### config.mk
export PLATFORM = sky130hd
export DESIGN_NAME = intt_scale_out
export DESIGN_NICKNAME = d
export VERILOG_FILES = /design/src/rtl/intt_scale_out_pkg.sv /design/src/rtl/intt_scale_skid.sv /design/src/rtl/modred.sv /design/src/rtl/mult.sv /design/src/rtl/intt_scale_out.sv
export SDC_FILE = /design/constraint.sdc
export NUM_CORES = 1
export LEC_CHECK = 0
export CAP_MARGIN = 20
export CORE_AREA = 2 2 186 188
export DETAILED_ROUTE_END_ITERATION = 10
export DIE_AREA = 0 0 188 190
export PLACE_DENSITY = 0.42
export SYNTH_ARGS = -nofsm -noshare
export SYNTH_HDL_FRONTEND = slang
export SYNTH_HIERARCHICAL = 1
export SYNTH_SLANG_ARGS = --single-unit
### constraint.sdc
create_clock -name clk -period 15 [get_ports clk]
set_input_delay 2.25 -clock clk [delete_from_list [all_inputs] [get_ports clk]]
set_output_delay 2.25 -clock clk [all_outputs]
set_load 0.02 [all_outputs]
### src/rtl/intt_scale_out_pkg.sv
// Shared constants and helpers for the INTT output scaling stage.
// Default coefficient width, modulus, transform size and n^-1 mod Q.
package intt_scale_out_pkg;

  localparam int COEF_N    = 9;
  localparam int COEF_Q    = 257;
  localparam int COEF_LOGN = 8;
  localparam int COEF_NINV = 256;
  localparam int FRAME_LEN = 1 << COEF_LOGN;

  function automatic int clog2(input int v);
    int r;
    r = 0;
    for (int i = 0; i < 31; i++) begin
      if ((1 << i) < v) r = i + 1;
    end
    return r;
  endfunction

endpackage

### src/rtl/intt_scale_skid.sv
// Two-entry valid/ready pipeline: payload registers and valid flags for
// S1 and S2; the S1->S2 payload transform is supplied from outside.
module intt_scale_skid
  import intt_scale_out_pkg::*;
#(
  parameter int P1_W = 8,
  parameter int P2_W = 8
) (
  input  logic            clk,
  input  logic            rst,
  input  logic            in_valid,
  output logic            in_ready,
  input  logic [P1_W-1:0] in_pay,
  output logic [P1_W-1:0] s1_pay,
  input  logic [P2_W-1:0] s2_in,
  output logic [P2_W-1:0] out_pay,
  output logic            out_valid,
  input  logic            out_ready
);

  logic            s1_valid;
  logic            s2_valid;
  logic            s1_load;
  logic            s2_load;
  logic [P1_W-1:0] pay_p1;
  logic [P2_W-1:0] pay_p2;

  // Ready propagates combinationally back from the output so a full
  // pipeline still accepts one word per cycle while draining.
  always_comb begin
    s2_load = !s2_valid || out_ready;
    s1_load = !s1_valid || s2_load;
  end

  assign in_ready  = s1_load;
  assign out_valid = s2_valid;
  assign s1_pay    = pay_p1;
  assign out_pay   = pay_p2;

  always_ff @(posedge clk or posedge rst) begin
    if (rst) begin
      s1_valid <= 1'b0;
      s2_valid <= 1'b0;
      pay_p1   <= '0;
      pay_p2   <= '0;
    end else begin
      // S1 boundary
      if (s1_load) begin
        s1_valid <= in_valid;
        if (in_valid) pay_p1 <= in_pay;
      end
      // S2 boundary
      if (s2_load) begin
        s2_valid <= s1_valid;
        if (s1_valid) pay_p2 <= s2_in;
      end
    end
  end

endmodule

### src/rtl/modred.sv
// Combinational reduction of a 2*LOGQ-bit product modulo Q.
// Restoring subtraction of Q<<k; exact for any product below 2^(2*LOGQ).
module modred
  import intt_scale_out_pkg::*;
#(
  parameter int LOGQ = 9,
  parameter int Q    = 257
) (
  input  logic [2*LOGQ-1:0] x,
  output logic [LOGQ-1:0]   y
);

  // Q << (K+1) >= 2^(2*LOGQ), so K+1 conditional subtractions leave r < Q.
  localparam int K  = 2 * LOGQ - clog2(Q + 1);
  localparam int WW = 2 * LOGQ + 1;

  function automatic logic [LOGQ-1:0] reduce(input logic [2*LOGQ-1:0] v);
    logic [WW-1:0] r;
    logic [WW-1:0] qs;
    r = {1'b0, v};
    for (int k = K; k >= 0; k--) begin
      qs = WW'(Q) << k;
      if (r >= qs) r = r - qs;
    end
    return r[LOGQ-1:0];
  endfunction

  assign y = reduce(x);

endmodule

### src/rtl/mult.sv
// Unsigned W x W -> 2W multiplier shared by the NTT/INTT datapaths.
module mult #(
  parameter int W = 9
) (
  input  logic [W-1:0]   a,
  input  logic [W-1:0]   b,
  output logic [2*W-1:0] p
);

  assign p = {{W{1'b0}}, a} * {{W{1'b0}}, b};

endmodule

### src/rtl/intt_scale_out.sv
// INTT output stage: multiplies each coefficient by n^-1 mod Q and tags it
// with its frame index and a last-of-frame flag.
module intt_scale_out
  import intt_scale_out_pkg::*;
#(
  parameter int N    = COEF_N,
  parameter int Q    = COEF_Q,
  parameter int LOGN = COEF_LOGN,
  parameter int NINV = COEF_NINV
) (
  input  logic            clk,
  input  logic            rst,
  input  logic [N-1:0]    in_data,
  input  logic            in_valid,
  output logic            in_ready,
  output logic [N-1:0]    out_data,
  output logic [LOGN-1:0] out_idx,
  output logic            out_last,
  output logic            out_valid,
  input  logic            out_ready,
  output logic            err_range
);

  localparam int P1_W = 2 * N + LOGN + 1;
  localparam int P2_W = N + LOGN + 1;

  localparam logic [N-1:0]    NINV_W   = N'(NINV);
  localparam logic [N-1:0]    Q_W      = N'(Q);
  localparam logic [LOGN-1:0] IDX_LAST = '1;

  logic [2*N-1:0]  prod;
  logic [LOGN-1:0] idx_cnt;
  logic            accept;

  logic [P1_W-1:0] pay_in;
  logic [P1_W-1:0] pay_p1;
  logic [2*N-1:0]  prod_p1;
  logic [LOGN-1:0] idx_p1;
  logic            last_p1;
  logic [N-1:0]    red_p1;
  logic [P2_W-1:0] pay_s2;
  logic [P2_W-1:0] pay_p2;

  assign accept = in_valid && in_ready;

  mult #(.W(N)) u_mult (
    .a (in_data),
    .b (NINV_W),
    .p (prod)
  );

  assign pay_in = {prod, idx_cnt, (idx_cnt == IDX_LAST)};

  intt_scale_skid #(.P1_W(P1_W), .P2_W(P2_W)) u_skid (
    .clk       (clk),
    .rst       (rst),
    .in_valid  (in_valid),
    .in_ready  (in_ready),
    .in_pay    (pay_in),
    .s1_pay    (pay_p1),
    .s2_in     (pay_s2),
    .out_pay   (pay_p2),
    .out_valid (out_valid),
    .out_ready (out_ready)
  );

  assign {prod_p1, idx_p1, last_p1} = pay_p1;

  // S1 -> S2 boundary: reduce the registered product
  modred #(.LOGQ(N), .Q(Q)) u_modred (
    .x (prod_p1),
    .y (red_p1)
  );

  assign pay_s2                        = {red_p1, idx_p1, last_p1};
  assign {out_data, out_idx, out_last} = pay_p2;

  // Index wraps naturally at 2^LOGN, so frames follow back to back.
  always_ff @(posedge clk or posedge rst) begin
    if (rst) begin
      idx_cnt   <= '0;
      err_range <= 1'b0;
    end else if (accept) begin
      idx_cnt <= idx_cnt + 1'b1;
      if (in_data >= Q_W) err_range <= 1'b1;
    end
  end

endmodule

Word-level counts from Yosys, hierarchy flattened
Index checks and enable logic that the tools add are counted.
{"block": "word_totals", "reg_bits": 47, "in_bits": 13, "word_cells": 47}
{"block": "op_classes", "n_addsub": 11, "magnitude_cmp": 11, "eq_ne": 1, "mux": 10, "reduce_logical": 8}
{"op": "$mux 19", "count": 9}
{"op": "$ge 19x10->1 const B", "count": 1}
{"op": "$ge 19x11->1 const B", "count": 1}
{"op": "$ge 19x12->1 const B", "count": 1}
{"op": "$ge 19x13->1 const B", "count": 1}
{"op": "$ge 19x14->1 const B", "count": 1}
{"op": "$ge 19x15->1 const B", "count": 1}
{"op": "$ge 19x16->1 const B", "count": 1}
{"op": "$ge 19x17->1 const B", "count": 1}
{"op": "$ge 19x9->1 const B", "count": 1}
{"op": "$sub 17x18->19 const B", "count": 1}
{"op": "$sub 19x10->19 const B", "count": 1}
{"op": "$sub 19x11->19 const B", "count": 1}
{"op": "$sub 19x12->19 const B", "count": 1}
{"op": "$sub 19x13->19 const B", "count": 1}
{"op": "$sub 19x14->19 const B", "count": 1}
{"op": "$sub 19x15->19 const B", "count": 1}
{"op": "$sub 19x16->19 const B", "count": 1}
{"op": "$sub 19x17->19 const B", "count": 1}
{"op": "$ge 17x18->1 const B", "count": 1}
{"op": "$ge 9x9->1 const B", "count": 1}
{"op": "$mux 9", "count": 1}
{"op": "$sub 9x9->9 const B", "count": 1}
{"op": "$add 8x1->8 const B", "count": 1}
{"op": "other kinds (5)", "count": 9}

Logic depth before layout (Yosys ltp)
Gate-level depths: netlist (run 1).
{"block": "logic_depth", "ltp_word": 20, "mapped_depth": 62, "depth_no_buf": 56}

Hierarchy
Netlist (run 1), hierarchy kept.
{"mod": "modred", "n_inst": 1, "cells_each": 727, "area_per_inst_um2": 4983.5, "seq_area_each_um2": 0.0}
{"mod": "mult", "n_inst": 1, "cells_each": 309, "area_per_inst_um2": 2645.0, "seq_area_each_um2": 0.0}
{"mod": "intt_scale_skid", "n_inst": 1, "cells_each": 102, "area_per_inst_um2": 1921.8, "seq_area_each_um2": 1176.1}
{"mod": "intt_scale_out", "n_inst": 1, "cells_each": 37, "area_per_inst_um2": 417.9, "seq_area_each_um2": 225.2}

Worst setup path before layout (run 1)
OpenSTA, ideal clock, no wires.
{"block": "synth_timing", "path_type": "reg-to-reg", "from": "register u_skid.pay_p1[18], in the netlist u_skid/s1_pay[18]", "to": "register u_skid.pay_p2[15], in the netlist u_skid/out_pay[15]", "setup_time_ps": 125, "t_arrival_ps": 12963, "required_time_ps": 14875, "slack_ps": 1912, "stages_incl_launch_ff": 62, "n_path_buf": 6, "path_cell_list": "dfrtp_1 -> buf_2 -> inv_1 -> ha_1 -> buf_2 -> o41a_1 -> o21ai_0 -> and3_1 -> buf_6 -> a21oi_1 -> xor2_1 -> inv_2 -> ha_1 -> inv_1 -> nor3_1 -> mux2i_1 -> o31ai_4 -> nand2_4 -> [... 26 more ...] -> o21ai_2 -> nand2_1 -> xnor2_1 -> ha_1 -> inv_1 -> a2111oi_0 -> nor3_1 -> nor4b_4 -> a31o_1 -> buf_6 -> xnor2_1 -> ha_1 -> nor2_1 -> and4_1 -> o22a_1 -> a2111oi_0 -> o32ai_1 -> mux2_4"}
{"block": "synth_between", "elab_chain_cells": 20, "elab_cells_between_ends": 30, "classes_between": "add/sub (10); order compare (10); mux (10)"}
{"element": "start: declaration", "line_no": "intt_scale_skid.sv:25", "source": "logic [P1_W-1:0] pay_p1;"}
{"element": "start signal: assignment", "line_no": "intt_scale_skid.sv:50", "source": "if (in_valid) pay_p1 <= in_pay;"}
{"element": "$sub 17x18->19 / $ge 17x18->1 (equally long branches)", "line_no": "modred.sv:23", "source": "if (r >= qs) r = r - qs;"}
{"element": "$mux 19 (*)", "line_no": "modred.sv:23"}
{"element": "$sub 19x17->19 / $ge 19x17->1 (equally long branches)", "line_no": "modred.sv:23"}
{"element": "$mux 19 (*)", "line_no": "modred.sv:23"}
{"element": "$sub 19x16->19 / $ge 19x16->1 (equally long branches)", "line_no": "modred.sv:23"}
{"element": "$mux 19 (*)", "line_no": "modred.sv:23"}
{"element": "$sub 19x15->19 / $ge 19x15->1 (equally long branches)", "line_no": "modred.sv:23"}
{"element": "$mux 19 (*)", "line_no": "modred.sv:23"}
{"element": "[... 5 more ...]"}
{"element": "$mux 19 (*)", "line_no": "modred.sv:23"}
{"element": "$sub 19x11->19 / $ge 19x11->1 (equally long branches)", "line_no": "modred.sv:23"}
{"element": "$mux 19 (*)", "line_no": "modred.sv:23"}
{"element": "$sub 19x10->19 / $ge 19x10->1 (equally long branches)", "line_no": "modred.sv:23"}
{"element": "$mux 19 (*)", "line_no": "modred.sv:23"}
{"element": "$ge 19x9->1 / $sub 9x9->9 (equally long branches)", "line_no": "modred.sv:23"}
{"element": "$mux 9 (*)", "line_no": "modred.sv:23"}
{"element": "net red_p1[6]", "line_no": "intt_scale_out.sv:40", "source": "logic [N-1:0] red_p1;"}
{"element": "end signal: assignment", "line_no": "intt_scale_skid.sv:55", "source": "if (s1_valid) pay_p2 <= s2_in;"}
{"element": "end: declaration", "line_no": "intt_scale_skid.sv:26", "source": "logic [P2_W-1:0] pay_p2;"}
Mark *: on every way through the listed nets, which the timed path passes. The rest lies on a longest branch.
A chain may end at the register's enable or synchronous reset.

==> results of run 1 <==
## sequential cells by signal, summed over array words and instances, names as in the netlist
| name | cells |
|---|---|
| idx_cnt | 8 |
| err_range | 1 |
| u_skid/out_pay | 18 |
| u_skid/out_valid | 1 |
| u_skid/s1_valid | 1 |
| u_skid/s1_pay | 27 |
## critical path: cells and delay by family, from the launching register on
kind	cells	cell delay (ns)
xor gates and xnor gates	4	0.84
adders and majority gates	5	1.25
muxes	2	0.39
AOI/OAI and AO/OA	20	5.48
and+or+nand+nor	18	4.06
buffers and inverters	8	1.22
DFF	1	0.59
## area by class of cell
class                      count  area [um^2]
inverter                     100          380
clock buffer                   5          125
sequential                    56         1400
multi-input combinational   1040         8270
clock inverter                 3         27.5
timing repair buffer          60          533
fill                        3580        22600
tap                          455          569
## repair_timing
item	in CTS	in global routing
endpoints found under the setup margin	0	9
resized for setup	0	24
setup buffers	0	2
## worst paths after layout
path	to	slack (ns)	from
max	u_skid/out_pay[15]$_DFFE_PP0P_	1.03	u_skid/s1_pay[26]$_DFFE_PP0P_
min	err_range$_DFFE_PP0P_	0.48	err_range$_DFFE_PP0P_
max reg2reg	u_skid/out_pay[15]$_DFFE_PP0P_	1.03	u_skid/s1_pay[26]$_DFFE_PP0P_
min reg2reg	err_range$_DFFE_PP0P_	0.48	err_range$_DFFE_PP0P_
max in group asynchronous	u_skid/out_pay[16]$_DFFE_PP0P_	12.09	rst
min in group asynchronous	idx_cnt[7]$_DFFE_PP0P_	2.25	rst
## synthesized netlist by cell type, types with 24 or more instances
cell and number:
nor3_1 37, mux2_2 24, mux2_4 31, nor2_1 67, inv_1 96, xnor2_1 52, nand3_1 39, a21oi_1 51
fa_1 50, ha_1 48, o21ai_0 31, nand2_1 96, dfrtp_1 56, and2_1 64
## stage by stage
step	instances	utilization (%)	hold WS, ns	setup TNS (ns)
floorplan	1230	-	0.456	0
global placement	1709	32.5	0.473	0
detailed placement	1709	32.5	0.465	0
CTS	1717	33.0	0.489	0
global route	1719	33.3	0.521	-0.0435
finish	1719	33.3	0.483	0
## metal layers
layer  track usage [%]  up-vias  share of wire, %
li1                  -     4417                 -
met1              22.5     4412                49
met2              26.6      201                47
met3              1.01       20               3.0
met4              2.70        0               1.1
met5                 0        -                 0
## kinds of logic (layout without fill, tap and decap cells)
group                    Yosys count  in the layout  share of synthesized area, %
AND/OR/NAND/NOR                  435            435                          24.4
AO/OA/AOI/OAI                    298            298                          23.0
buffers and inverters            134            168                          6.02
adder cells (fa/ha/maj)           98             98                          16.1
multiplexers                      78             78                          9.70
XOR/XNOR                          74             74                          6.72
flip-flops                        56             56                          14.1
other                              2             57                        0.0753
==> metrics, run 1 <==
status=completed; layout cell share with drive strength beyond 1=13.6%; largest net degree at the start of global routing=48; R2R cell count=57; Hold Path Cell Cnt=1; via count=9,050; Final min period=13.97 ns; CP max stage delay=0.59 ns; WL per Instance=16.4 um; clock latency at the later pin of the worst-skew pair=0.31 ns; # H-tree levels=2; pre-CTS setup slack=0.432 ns; Synth async-reset ratio=100%; Final Cell Area=11,300 um^2; Post-CTS Hold Fix Bufs=0; Iter 0 DRT Violations=543; Site Rows=around 70; Worst-Margin Slew=0.946 ns; Final Cycle Share=93.1%; CTS Buffer Depth=2; final net count=1,374; Post-synth top flop=dfrtp_1; first-pass GRT wire length=46,500 um; Layout area overhead=13.4%; die area=approximately 36,000 um^2; Post-Syn Instances=1,175; via count of the first global-routing pass=8,652; max-cap violation count=0; final number of max-transition violations=0; CP Capture Type=flop; total core area=33,900 um^2; Final setup viols=0; grt ovf=0; Initial DRT Pass Iterations=5; Port-buffer cells=33; TritonCTS clock tree=done; # diodes=0; Initial Util=between 20 and 30%; register area share after synthesis=14.1%; syn avg cell area=8.48 um^2; DR vias/cell=5.26; Required @ worst endpoint=~15 ns; Die Y=roughly 190 um; CP max stage cell=dfrtp_1; RD Place Congestion=roughly 0.8; clk_skew=0.00630 ns; Total GRT Usage=15.8%; clk root buf=clkbuf_16; clock-pin slew on the worst setup and hold paths=0.08 ns; Arrival @ worst endpoint=~14 ns; Netlist cell types=123; relative slew slack=between 30% and 40%; DIE WIDTH=188 um; initial antenna violation count=0; Fmax achieved=71.6 MHz; IO Pins=34; Routed Antenna Nets=0; Routed WL=28,200 um; most frequent cells in the layout=nand2_1 (95), inv_1 (95), nor2_1 (66); worst-path fanout max=12; Final Hold Vio Count=0; Cell Area, Placed=11,000 um^2; count of flip-flops with a built-in enable after synthesis=0; worst hold path class=reg2reg; startpoint types=flop; Final WS setup=1.03 ns; crit path kind=reg2reg; post-DP HPWL=between 20,000 and 25,000 um; share of Yosys cell area claimed by the top area cell type=approximately 14%; Yosys warnings=6; #FFs+latches synth=56; clk sinks=between 50 and 60; Remaining DRCs=0; Num CTS Buffers=5; top cells by area, synth=dfrtp_1 (14%), fa_1 (10%), ha_1 (6.0%), mux2_4 (4.7%), xnor2_1 (4.6%); cell accounting for the most synthesized area=dfrtp_1; Mapped Area=9970 um^2
Power of run 1 is left out: the tool's default activity adds up to more than one toggle a clock period on the data nets, which glitch-free logic cannot reach.
==> inputs of run 2 (changes only) <==
--- a/config.mk
+++ b/config.mk
@@ -9,6 +9,7 @@
 export CORE_AREA = 2 2 186 188
 export DETAILED_ROUTE_END_ITERATION = 10
 export DIE_AREA = 0 0 188 190
+export HOLD_SLACK_MARGIN = 0.15
 export PLACE_DENSITY = 0.42
 export SYNTH_ARGS = -nofsm -noshare
 export SYNTH_HDL_FRONTEND = slang
==> results of run 2 <==
Final layout, timing and power as in run 1 (identical DEF).
Power of run 2 is left out for the same reason.
==> inputs of run 3 (changes only) <==
--- a/config.mk
+++ b/config.mk
@@ -6,11 +6,12 @@
 export NUM_CORES = 1
 export LEC_CHECK = 0
 export CAP_MARGIN = 20
-export CORE_AREA = 2 2 186 188
+export CORE_AREA = 2 2 138 140
 export DETAILED_ROUTE_END_ITERATION = 10
-export DIE_AREA = 0 0 188 190
+export DIE_AREA = 0 0 140 142
 export HOLD_SLACK_MARGIN = 0.15
-export PLACE_DENSITY = 0.42
+export PLACE_DENSITY = 0.7
+export SLEW_MARGIN = 20
 export SYNTH_ARGS = -nofsm -noshare
 export SYNTH_HDL_FRONTEND = slang
 export SYNTH_HIERARCHICAL = 1
==> constraint.sdc (replaced) <==
create_clock -name clk -period 15 [get_ports clk]
set_input_delay 2.25 -clock clk [delete_from_list [all_inputs] [get_ports clk]]
set_output_delay 2.25 -clock clk [all_outputs]
set_load 0.1 [all_outputs]
==> metrics, run 3 (synthesized netlist as in run 1, its figures left out) <==
Layout area overhead=9.69%; clk sinks=56; clk root buf=clkbuf_16; TritonCTS clock tree=done; Final WS setup=around 0.93 ns; IO Pins=34; hold wc startpoint=err_range$_DFFE_PP0P_; RD Place Congestion=0.954; Required @ worst endpoint=15.19 ns; via count=about 9,000; final net count=1,362; first-pass GRT wire length=41,100 um; pre-CTS setup slack=0.251 ns; worst hold path class=reg2reg; Die Y=~140 um; R2R cell count=just under 60; Remaining DRCs=0; CTS Buffer Depth=2; WP depth=58; non-filler instance count after layout=1,486; CP max stage delay=0.50 ns; fin util=59.2%; Initial Util=a little over half; Arrival @ worst endpoint=14.25 ns; Final Hold Vio Count=0; Worst R2R End=u_skid/out_pay[15]$_DFFE_PP0P_; delay-heaviest family, CP=compound AO/OA/AOI/OAI gates; Num CTS Buffers=5; Final min period=14.07 ns; RSZ-0062 raised after global routing=false; CP max stage cell=dfrtp_1; clock latency at the later pin of the worst-skew pair=0.30 ns; layout cell share with drive strength beyond 1=12.8%; # H-tree levels=2; grt ovf=0; Routed WL=between 20,000 and 25,000 um; Fmax achieved=71.1 MHz; via count of the first global-routing pass=8,492; initial antenna violation count=0; die area=19,900 um^2; worst-path fanout max=10; post-DP HPWL=19,200 um; dpl cells=1,473; DIE WIDTH=140 um; clock-pin slew on the worst setup and hold paths=0.08 ns; Final Cycle Share=between 90% and 100%; final number of max-transition violations=0; CP bufs+invs=9; total core area=18,500 um^2; number of flip-flops under the largest register name=27; status=completed; crit path kind=reg2reg; Total GRT Usage=between 20% and 30%; clk_skew=slightly below 0.005 ns; Worst-Margin Slew=1.01 ns; CP endpoint=u_skid/out_pay[15]$_DFFE_PP0P_; R2R Path Start=u_skid/s1_pay[18]$_DFFE_PP0P_; Site Rows=50; TNS Setup=0 ns; Final setup viols=0; Port-buffer cells=33; # diodes=0; setup slack, reg-to-reg=between 0.9 and 1 ns; Iter 0 DRT Violations=roughly 730; CP Capture Type=flop; relative slew slack=about a third; Initial DRT Pass Iterations=6; largest net degree at the start of global routing=48; CP Launch Point=u_skid/s1_pay[18]$_DFFE_PP0P_; most frequent cells in the layout=nand2_1 (95), inv_1 (95), nor2_1 (66); max-cap violation count=0; Routed Antenna Nets=0; WL per Instance=16.5 um; DR vias/cell=6.09; startpoint types=flop
-- run 3: changes by cell type in the layout (fill, tap and decap cells not counted), sizes merged --
cell,change
inv,-1
clkinvlp,-1
clkinv,+2
buf,-12
-- run 3: worst register-to-register path, delay by kind of cell, from the launching register on --
kind	cells	cell delay [ns]
XOR/XNOR	4	0.73
AND/OR/NAND/NOR	16	3.40
adder cells (fa/ha/maj)	6	1.62
multiplexers	4	0.98
flip-flops	1	0.50
buffers and inverters	9	1.31
AO/OA/AOI/OAI	19	5.37
-- run 3: area by class of cell --
type	count	area (um^2)
fillers	1632	7520
multi-input cells	1040	8260
clock inverters	3	33.8
repair buffers	48	443
inverters	100	382
clock buffers	5	125
flip-flops and latches	56	1400
well taps	234	293
-- run 3: per-stage QoR --
| step | instance area, um^2 | hold WS (ns) |
|---|---|---|
| 2_1_floorplan | 10200 | 0.456 |
| 3_3_place_gp | 10700 | 0.468 |
| 3_5_place_dp | 10700 | 0.461 |
| 4_1_cts | 10800 | 0.485 |
| 5_1_grt | 10900 | 0.500 |
| 6_report | 10900 | 0.477 |
-- run 3: timing repair --
action,CTS,global route
hold buffers,0,0
buffers inserted,0,5
gates resized for setup,0,20
setup endpoints to repair,0,9
-- run 3: worst min-delay path by stage --
stage / endpoint / depth (start not counted) / slack [ns]
final: err_range$_DFFE_PP0P_ / 1 / 0.48
after global placement: err_range$_DFFE_PP0P_ / 1 / 0.47
after floorplan: idx_cnt[7]$_DFFE_PP0P_ / 1 / 0.46
after CTS: err_range$_DFFE_PP0P_ / 1 / 0.49
after detailed placement: err_range$_DFFE_PP0P_ / 1 / 0.46
after global routing: err_range$_DFFE_PP0P_ / 1 / 0.50
-- run 3: routing by layer --
metal | wire length, um | up-vias | global-route usage (%)
met4 | 462 | 0 | 5.42
li1 | - | 4402 | -
met3 | 1250 | 52 | 2.73
met5 | 0 | - | 0
met2 | 11600 | 291 | 41.5
met1 | 11200 | 4300 | 33.9
Power of run 3 is left out for the same reason.
